[config.mk]
export PLATFORM = sky130hd
export DESIGN_NAME = lane_update_sequencer
export DESIGN_NICKNAME = d
export VERILOG_FILES = /design/src/rtl/lane_update_pkg.sv /design/src/rtl/lane_rr_arbiter.sv /design/src/rtl/lane_update_sequencer.sv
export SDC_FILE = /design/constraint.sdc
export NUM_CORES = 1
export LEC_CHECK = 0
export BUFFER_PORTS_ARGS = -buffer_cell sky130_fd_sc_hd__buf_2
export CAP_MARGIN = 5
export CORE_MARGIN = 1
export CORE_UTILIZATION = 55
export CTS_CLUSTER_SIZE = 24
export DETAILED_ROUTE_END_ITERATION = 7
export PLACE_DENSITY = 0.75
export SLEW_MARGIN = 10
export SYNTH_ARGS = -nofsm -noshare
export SYNTH_HDL_FRONTEND = slang
export SYNTH_SLANG_ARGS = --single-unit
[constraint.sdc]
create_clock -name i_clk -period 4.7 [get_ports i_clk]
set_input_delay 0.47 -clock i_clk [delete_from_list [all_inputs] [get_ports i_clk]]
set_output_delay 0.47 -clock i_clk [all_outputs]
set_load 0.01 [all_outputs]
[src/rtl/lane_update_pkg.sv]
`default_nettype none
// ============================================================================
//  Module   : lane_update_pkg
//  Purpose  : Shared FSM state type and lane helpers for lane_update_sequencer.
//  Revision : 1.0  initial release
// ============================================================================
package lane_update_pkg;

    typedef enum logic [0:0] {
        IDLE = 1'b0,
        REQ  = 1'b1
    } lane_state_e;

    localparam int unsigned c_MAX_LANE   = 32;
    localparam int unsigned c_MAX_LANE_W = 5;

    function automatic int unsigned lane_idx_w(input int unsigned n_lane);
        return (n_lane < 2) ? 1 : $clog2(n_lane);
    endfunction

    // Round-robin pick: first dirty lane strictly after 'last', wrapping at n_lane.
    // Returns 'last' when no lane is dirty.
    function automatic int unsigned next_lane(
        input logic [c_MAX_LANE-1:0] dirty,
        input int unsigned           last,
        input int unsigned           n_lane
    );
        int unsigned idx;
        int unsigned pick;
        bit          found;
        pick  = last;
        found = 1'b0;
        for (int unsigned k = 1; k <= c_MAX_LANE; k++) begin
            if (k <= n_lane) begin
                idx = last + k;
                if (idx >= n_lane) begin
                    idx = idx - n_lane;
                end
                if (!found && dirty[idx[c_MAX_LANE_W-1:0]]) begin
                    pick  = idx;
                    found = 1'b1;
                end
            end
        end
        return pick;
    endfunction

endpackage
`default_nettype wire

[src/rtl/lane_rr_arbiter.sv]
`default_nettype none
// ============================================================================
//  Module   : lane_rr_arbiter
//  Purpose  : Combinational round-robin selection over dirty lanes.
//  Revision : 1.0  initial release
// ============================================================================
module lane_rr_arbiter
    import lane_update_pkg::*;
#(
    parameter int unsigned N_LANE = 5
) (
    input  logic [N_LANE-1:0]               i_dirty,
    input  logic [lane_idx_w(N_LANE)-1:0]   i_last_served,
    output logic [lane_idx_w(N_LANE)-1:0]   o_grant,
    output logic                            o_any
);

    localparam int unsigned LANE_W = lane_idx_w(N_LANE);

    logic [c_MAX_LANE-1:0] w_dirty_ext;

    always_comb begin
        w_dirty_ext              = '0;
        w_dirty_ext[N_LANE-1:0]  = i_dirty;
        o_grant = LANE_W'(next_lane(w_dirty_ext, 32'(i_last_served), N_LANE));
        o_any   = |i_dirty;
    end

endmodule
`default_nettype wire

[src/rtl/lane_update_sequencer.sv]
`default_nettype none
// ============================================================================
//  Module   : lane_update_sequencer
//  Purpose  : Serves changed lanes one at a time through a shared req/ack
//             evaluator and keeps each lane's last result registered.
//  Revision : 1.0  initial release
// ============================================================================
module lane_update_sequencer
    import lane_update_pkg::*;
#(
    parameter int unsigned N_LANE = 5,
    parameter int unsigned W_IN   = 1,
    parameter int unsigned W_OUT  = 1
) (
    input  logic                            i_clk,
    input  logic                            i_arstn,
    input  logic [N_LANE*W_IN-1:0]          i_x,
    output logic [N_LANE*W_OUT-1:0]         o_c,
    output logic [N_LANE-1:0]               o_valid,
    output logic                            o_busy,
    output logic                            o_req,
    output logic [lane_idx_w(N_LANE)-1:0]   o_reqLane,
    output logic [W_IN-1:0]                 o_reqX,
    input  logic                            i_ack,
    input  logic [W_OUT-1:0]                i_result
);

    localparam int unsigned LANE_W = lane_idx_w(N_LANE);

    lane_state_e                r_state;
    lane_state_e                w_state_next;
    logic                       w_capture;
    logic                       w_complete;

    logic [N_LANE*W_OUT-1:0]    r_c;
    logic [N_LANE-1:0]          r_valid;
    logic [N_LANE*W_IN-1:0]     r_x_used;
    logic [LANE_W-1:0]          r_last_served;
    logic [LANE_W-1:0]          r_req_lane;
    logic [W_IN-1:0]            r_req_x;

    logic [N_LANE-1:0]          w_dirty;
    logic [LANE_W-1:0]          w_grant;
    logic                       w_any;

    // A lane is dirty until it has a result for exactly its current input.
    for (genvar gi = 0; gi < N_LANE; gi++) begin : g_lane
        assign w_dirty[gi] = !r_valid[gi] |
                             (i_x[gi*W_IN +: W_IN] != r_x_used[gi*W_IN +: W_IN]);
    end

    lane_rr_arbiter #(
        .N_LANE        (N_LANE)
    ) u_arb (
        .i_dirty       (w_dirty),
        .i_last_served (r_last_served),
        .o_grant       (w_grant),
        .o_any         (w_any)
    );

    always_ff @(posedge i_clk or negedge i_arstn) begin
        if (!i_arstn) begin
            r_state <= IDLE;
        end else begin
            r_state <= w_state_next;
        end
    end

    always_comb begin
        w_state_next = r_state;
        w_capture    = 1'b0;
        w_complete   = 1'b0;
        case (r_state)
            IDLE: begin
                if (w_any) begin
                    w_capture    = 1'b1;
                    w_state_next = REQ;
                end
            end
            REQ: begin
                if (i_ack) begin
                    w_complete   = 1'b1;
                    w_state_next = IDLE;
                end
            end
            default: w_state_next = IDLE;
        endcase
    end

    always_ff @(posedge i_clk or negedge i_arstn) begin
        if (!i_arstn) begin
            r_c           <= '0;
            r_valid       <= '0;
            r_x_used      <= '0;
            r_last_served <= LANE_W'(N_LANE - 1);
            r_req_lane    <= '0;
            r_req_x       <= '0;
        end else begin
            if (w_capture) begin
                r_req_lane <= w_grant;
                r_req_x    <= i_x[w_grant*W_IN +: W_IN];
            end
            // Commit the captured input, not the live one, so a change during REQ re-dirties the lane.
            if (w_complete) begin
                r_c[r_req_lane*W_OUT +: W_OUT]     <= i_result;
                r_x_used[r_req_lane*W_IN +: W_IN]  <= r_req_x;
                r_valid[r_req_lane]                <= 1'b1;
                r_last_served                      <= r_req_lane;
            end
        end
    end

    assign o_c       = r_c;
    assign o_valid   = r_valid;
    assign o_req     = (r_state == REQ);
    assign o_reqLane = r_req_lane;
    assign o_reqX    = r_req_x;
    assign o_busy    = (r_state == REQ) | (|w_dirty);

endmodule
`default_nettype wire

======== Word-level counts from Yosys, hierarchy flattened ========
Index checks and enable logic that the tools add are counted.
W data, S select, Z words.
storage, ports and cells
  bits in registers ....................... 23
  output and inout port bits .............. 16
  logic and storage cells ................. 96
  input port bits ......................... 9
cells by class
  add/sub/neg operators ................... 11
  reduce and logical (&&, ||, !) cells .... 15
  bitwise operators ....................... 8
  equality and inequality tests ........... 5
  multiplexer cells ....................... 34
  order comparisons ....................... 12
  shift-type cells ........................ 4
operators by type and width
  cell                      number
  $ge A32 B3 Y1 const B     5
  $shiftx A1 B34 Y5         2
  $neg A3 Y34               1
  $shift A1 B34 Y5 const A  1
  $lt A5 B6 Y1 const B      5
  $bmux W1 S5               5
  $mux W5                   5
  $sub A4 B3 Y5 const B     5
  $mux W1                   15
  $mux W3                   5
  $bwmux W5                 2
  $logic_not A1 Y1          9
  $add A3 B2 Y4 const B     2
  $add A3 B3 Y4 const B     2
  $or A1 B1 Y1              6
  $logic_and A1 B1 Y1       5
  $ne A1 B1 Y1              5
  $or A5 B5 Y5              1
  $reduce_or A5 Y1          1
  $shiftx A5 B4 Y1          1
  $add A3 B1 Y4 const B     1
  $lt A3 B4 Y1 const B      1
  $demux W1 S3              1
  $ge A3 B1 Y1 const B      1
  other kinds (2)           2

======== Logic depth before layout (Yosys ltp) ========
  depth after elaboration ................. 19
  mapped depth ............................ 17
  depth with buffers taken out ............ 15

======== Modules after synthesis ========
Synthesis repeated with hierarchy kept, for this count alone.
unflattened totals
  cells, all modules ...................... 313
  area, all modules ....................... 2676.3 µm²
by module, submodules not included
  module                 area each (µm²)  times used  sequential area each (µm²)  cells each
  lane_rr_arbiter        1462.7           1           0.0                         203
  lane_update_sequencer  1213.7           1           576.8                       110

======== Worst setup path after synthesis ========
Ideal clock, no wire load.
  kind .................................... register to register
  start point ............................. register r_last_served[0]
  end point ............................... register r_req_x (netlist: o_reqX)
  clock period less this slack ............ 3.881 ns
  slack ................................... 0.819 ns
  required time ........................... 4.576 ns
  library setup time ...................... 0.124 ns
  arrival ................................. 3.757 ns
  buffers on the path ..................... 2
  stages on the path, launching flop included .. 18
  path through ............................ dfrtp_1 -> buf_4 -> inv_2 -> buf_2 -> ha_1 -> inv_1 -> fa_1 -> or2_1 -> and2_1 -> nor4_1 -> a211o_2 -> o2111ai_2 -> or2_1 -> a311o_1 -> and2_4 -> mux2_4 -> o211ai_2 -> a21oi_1
between the ends
  cells in the longest elaborated chain, start to end .. 19
  elaborated cells between the ends (all ways) .. 48
  classes of those cells .................. 10 x add/sub; 5 x order compare; 1 x shift; 24 x mux; 8 x reduce/logical
RTL lines
  element                                                line                                          source
  start: declaration                                     lane_update_sequencer.sv:38                   logic [LANE_W-1:0] r_last_served;
  start signal: assignment                               lane_update_sequencer.sv:95                   r_last_served <= LANE_W'(N_LANE - 1);
  start signal: assignment                               lane_update_sequencer.sv:108                  r_last_served <= r_req_lane;
  $add A3 B1 Y4                                          lane_update_pkg.sv:35                         idx = last + k;
  $ge A32 B3 Y1 / $sub A4 B3 Y5 (equally long branches)  lane_update_pkg.sv:36, lane_update_pkg.sv:37
  $mux W5                                                lane_update_pkg.sv:36                         if (idx >= n_lane) begin
  $bmux W1 S5                                            lane_update_pkg.sv:39                         if (!found && dirty[idx[c_MAX_LANE_W-1:0]]) begin
  $mux W1 (not written as such)                          lane_update_pkg.sv:39
  $mux W1                                                lane_update_pkg.sv:39
  $logic_not A1 Y1                                       lane_update_pkg.sv:39
  $logic_and A1 B1 Y1                                    lane_update_pkg.sv:39
  [... 3 more ...]                                       -
  $mux W1                                                lane_update_pkg.sv:39
  $logic_not A1 Y1                                       lane_update_pkg.sv:39
  $logic_and A1 B1 Y1                                    lane_update_pkg.sv:39
  $mux W1                                                lane_update_pkg.sv:39
  $logic_not A1 Y1                                       lane_update_pkg.sv:39
  $logic_and A1 B1 Y1                                    lane_update_pkg.sv:39
  $mux W3 (*)                                            lane_update_pkg.sv:39
  $shiftx A5 B4 Y1 (*)                                   lane_update_sequencer.sv:101                  r_req_x <= i_x[w_grant*W_IN +: W_IN];
  end signal: assignment                                 lane_update_sequencer.sv:101
  end: declaration                                       lane_update_sequencer.sv:40                   logic [W_IN-1:0] r_req_x;
Mark *: on every way between the ends. The rest lies on a longest branch, timed or not. The select of a mux whose other input is x is not followed.
A chain may end at the register's enable or synchronous reset.

======== Worst setup path in the final report ========
Ends and elaborated chain as after synthesis.

==> metrics <==
outcome completed; GR Util All Layers 29.9%; register area share after synthesis 24.5%; peak fanout along the critical path 17; CP Buf/Inv Count 2; post-route cell area 2530 sq um; num rows 23; Hold Path Class in2async; H-Tree Depth 1; Placed Area 2490 sq um; TritonCTS clock tree yes; Post-Synthesis Cells 281; drc violations 0; HPWL after DPL 4.74 mm; Wirelength per Cell 17.8 microns; largest buffer count on any clock path 2; Final GP Congestion 0.976; xor/xnor cell area share of the yosys netlist 2.97%; Synth Area per Inst 8.39 sq um; WHS 0.168 ns; Post-synth EDFFs 0; root buffer cell clkbuf_8; clock slew at reported path FFs 0.09 ns; clk_lat worst skew 0.28 ns; Slew Limit Fails 0; Sink Count 23; Slowest cell on crit path fa_1; commonest cells in the synthesized netlist nand2_1 (33), dfrtp_1 (22), nor2_1 (18), a21oi_1 (16), ha_1 (16); Post-layout nets 327; Setup CP Type reg2reg; WP data arrival 4.23 ns; Top Family by Delay on Critical Path simple AND/OR/NAND/NOR gates; relative max-transition margin 63.1%; DIE AREA 4550 sq um; Yosys reg bits 23; Final setup viols 0; Synth warnings 0; Setup crit end kind register; final WL 6.24 mm; Worst-Margin Slew 0.545 ns; Layout area overhead 7.43%; Synth top area share 23.4%; chip height 67.5 microns; core area 4060 sq um; CP Cell Sequence inv_2 -> ha_1 -> inv_1 -> fa_1 -> or2_1 -> and2_1 -> nor4_1 -> a211o_2 -> o2111ai_2 -> nor3b_1 -> a311o_1 -> and2_4 -> mux2_4 -> o211ai_2 -> a21oi_1; Final period util 86.7%; Synth Area in Simple Gates 24.5%; top-count cell post-synth nand2_1; compound-gate portion of the synthesized area 26.9%; hold_buf cts 0; startpoint types register; Starting Density 58.1%; Cell variety after synth 67; CTS Buf Count 3; CP max stage delay 0.47 ns; combinational family with the most area after synthesis compound AO/OA/AOI/OAI gates; vias in the first global route 2039; unrepaired setup endpoints after global routing no; Synth Cell Area 2360 sq um; drt first pass iters 5; async set-reset flop share out of synthesis 100%; post-cts resize count 0; Setup TNS 0 ns; DR vias/cell 6.39; final hold vios 0; ANT cells 0; DR vias 2236; # IOs 25; Main synth FF type dfrtp_1; crit path time final 4.07 ns; DIE WIDTH 67.5 microns; initial DRC count 178; CP required 4.86 ns; Overflow after GRT 0; mux contribution to synthesized area 7.06%; ANT nets after route 0; setup bufs post-CTS 0; Synthesized Nets 307; initial antenna violation count 0; Area contributors post-synth dfrtp_1 (23%), ha_1 (8.5%), nand2_1 (5.3%); Post-Synth Adder-Cell Area 9.34%; max-cap violations 0; global-route wire length before repair 10.1 mm; layout cells sized above 1 18.3%; Max Clock Freq 245 MHz; clock skew 0.0113 ns; pin count of the biggest net entering global routing 30; PortBufs 24; Yosys top cell by area dfrtp_1
## cell families after synthesis
logic type,count (synthesis)
AOI/OAI and AO/OA,85
buffers and inverters,24
xor gates and xnor gates,8
muxes,13
DFF,23
and+or+nand+nor,111
adders and majority gates,17
## worst paths after layout
path                       depth (start not counted)  slack (ns)      endpoint             start
min                                                1        0.17   r_x_used[0]           i_arstn
max in group asynchronous                          1        4.16  o_reqLane[2]           i_arstn
min in group i_clk                                 3        0.47        o_c[2]          i_result
max                                               15        0.63        o_reqX  r_last_served[0]
max reg2reg                                       15        0.63        o_reqX  r_last_served[0]
min reg2reg                                        2        0.48        o_c[2]            o_c[2]
## stage by stage
step	util (%)	cells	setup WS, ns
finish	62.4	350	0.625
global route	62.4	350	0.313
CTS	62.4	350	0.653
detailed placement	61.3	346	0.682
global placement	61.3	346	0.743
floorplan	-	281	0.819
## metal layers
metal	wire [microns]	vias up	GRT usage (%)	part of all wire, %
li1	-	1085	-	-
met1	3000	1063	41.9	48
met2	2810	76	47.2	45
met3	340	12	3.38	5.4
met4	90	0	9.84	1.4
met5	0	-	0	0
## cell type report
type                            count  area (sq um)
Sequential cell                    23           577
Timing Repair Buffer               25           128
Clock buffer                        3          41.3
Fill cell                         375          1530
Tap cell                           50          62.6
Multi-Input combinational cell    234          1670
Inverter                           14          52.6
Clock inverter                      1          5.00
## cells in the final DEF (no fill, tap or decap), types with 3 or more instances in the layout
cell,Yosys,final
a211oi_1,3,3
a21oi_1,16,16
a22oi_1,3,3
a31o_2,4,4
a31oi_1,4,4
a32oi_1,5,5
and2_1,10,10
buf_2,4,24
clkbuf_8,0,3
dfrtp_1,22,22
ha_1,16,16
inv_1,12,12
mux2_2,5,5
mux2i_1,5,5
nand2_1,33,33
nand2b_1,6,6
nand3_1,7,7
nor2_1,18,18
nor2b_1,8,8
nor3_1,11,11
nor3b_1,3,3
o211ai_1,3,3
o21ai_0,11,11
o31ai_1,7,7
xnor2_1,8,8
## sequential cells by signal (all words and copies together) (netlist names)
name,count
o_c,5
o_valid,5
r_x_used,5
o_reqLane,3
r_last_served,3
o_req,1
o_reqX,1
Power is left out: the tool's default activity adds up to more than one toggle a clock period on the data nets, which glitch-free logic cannot reach.
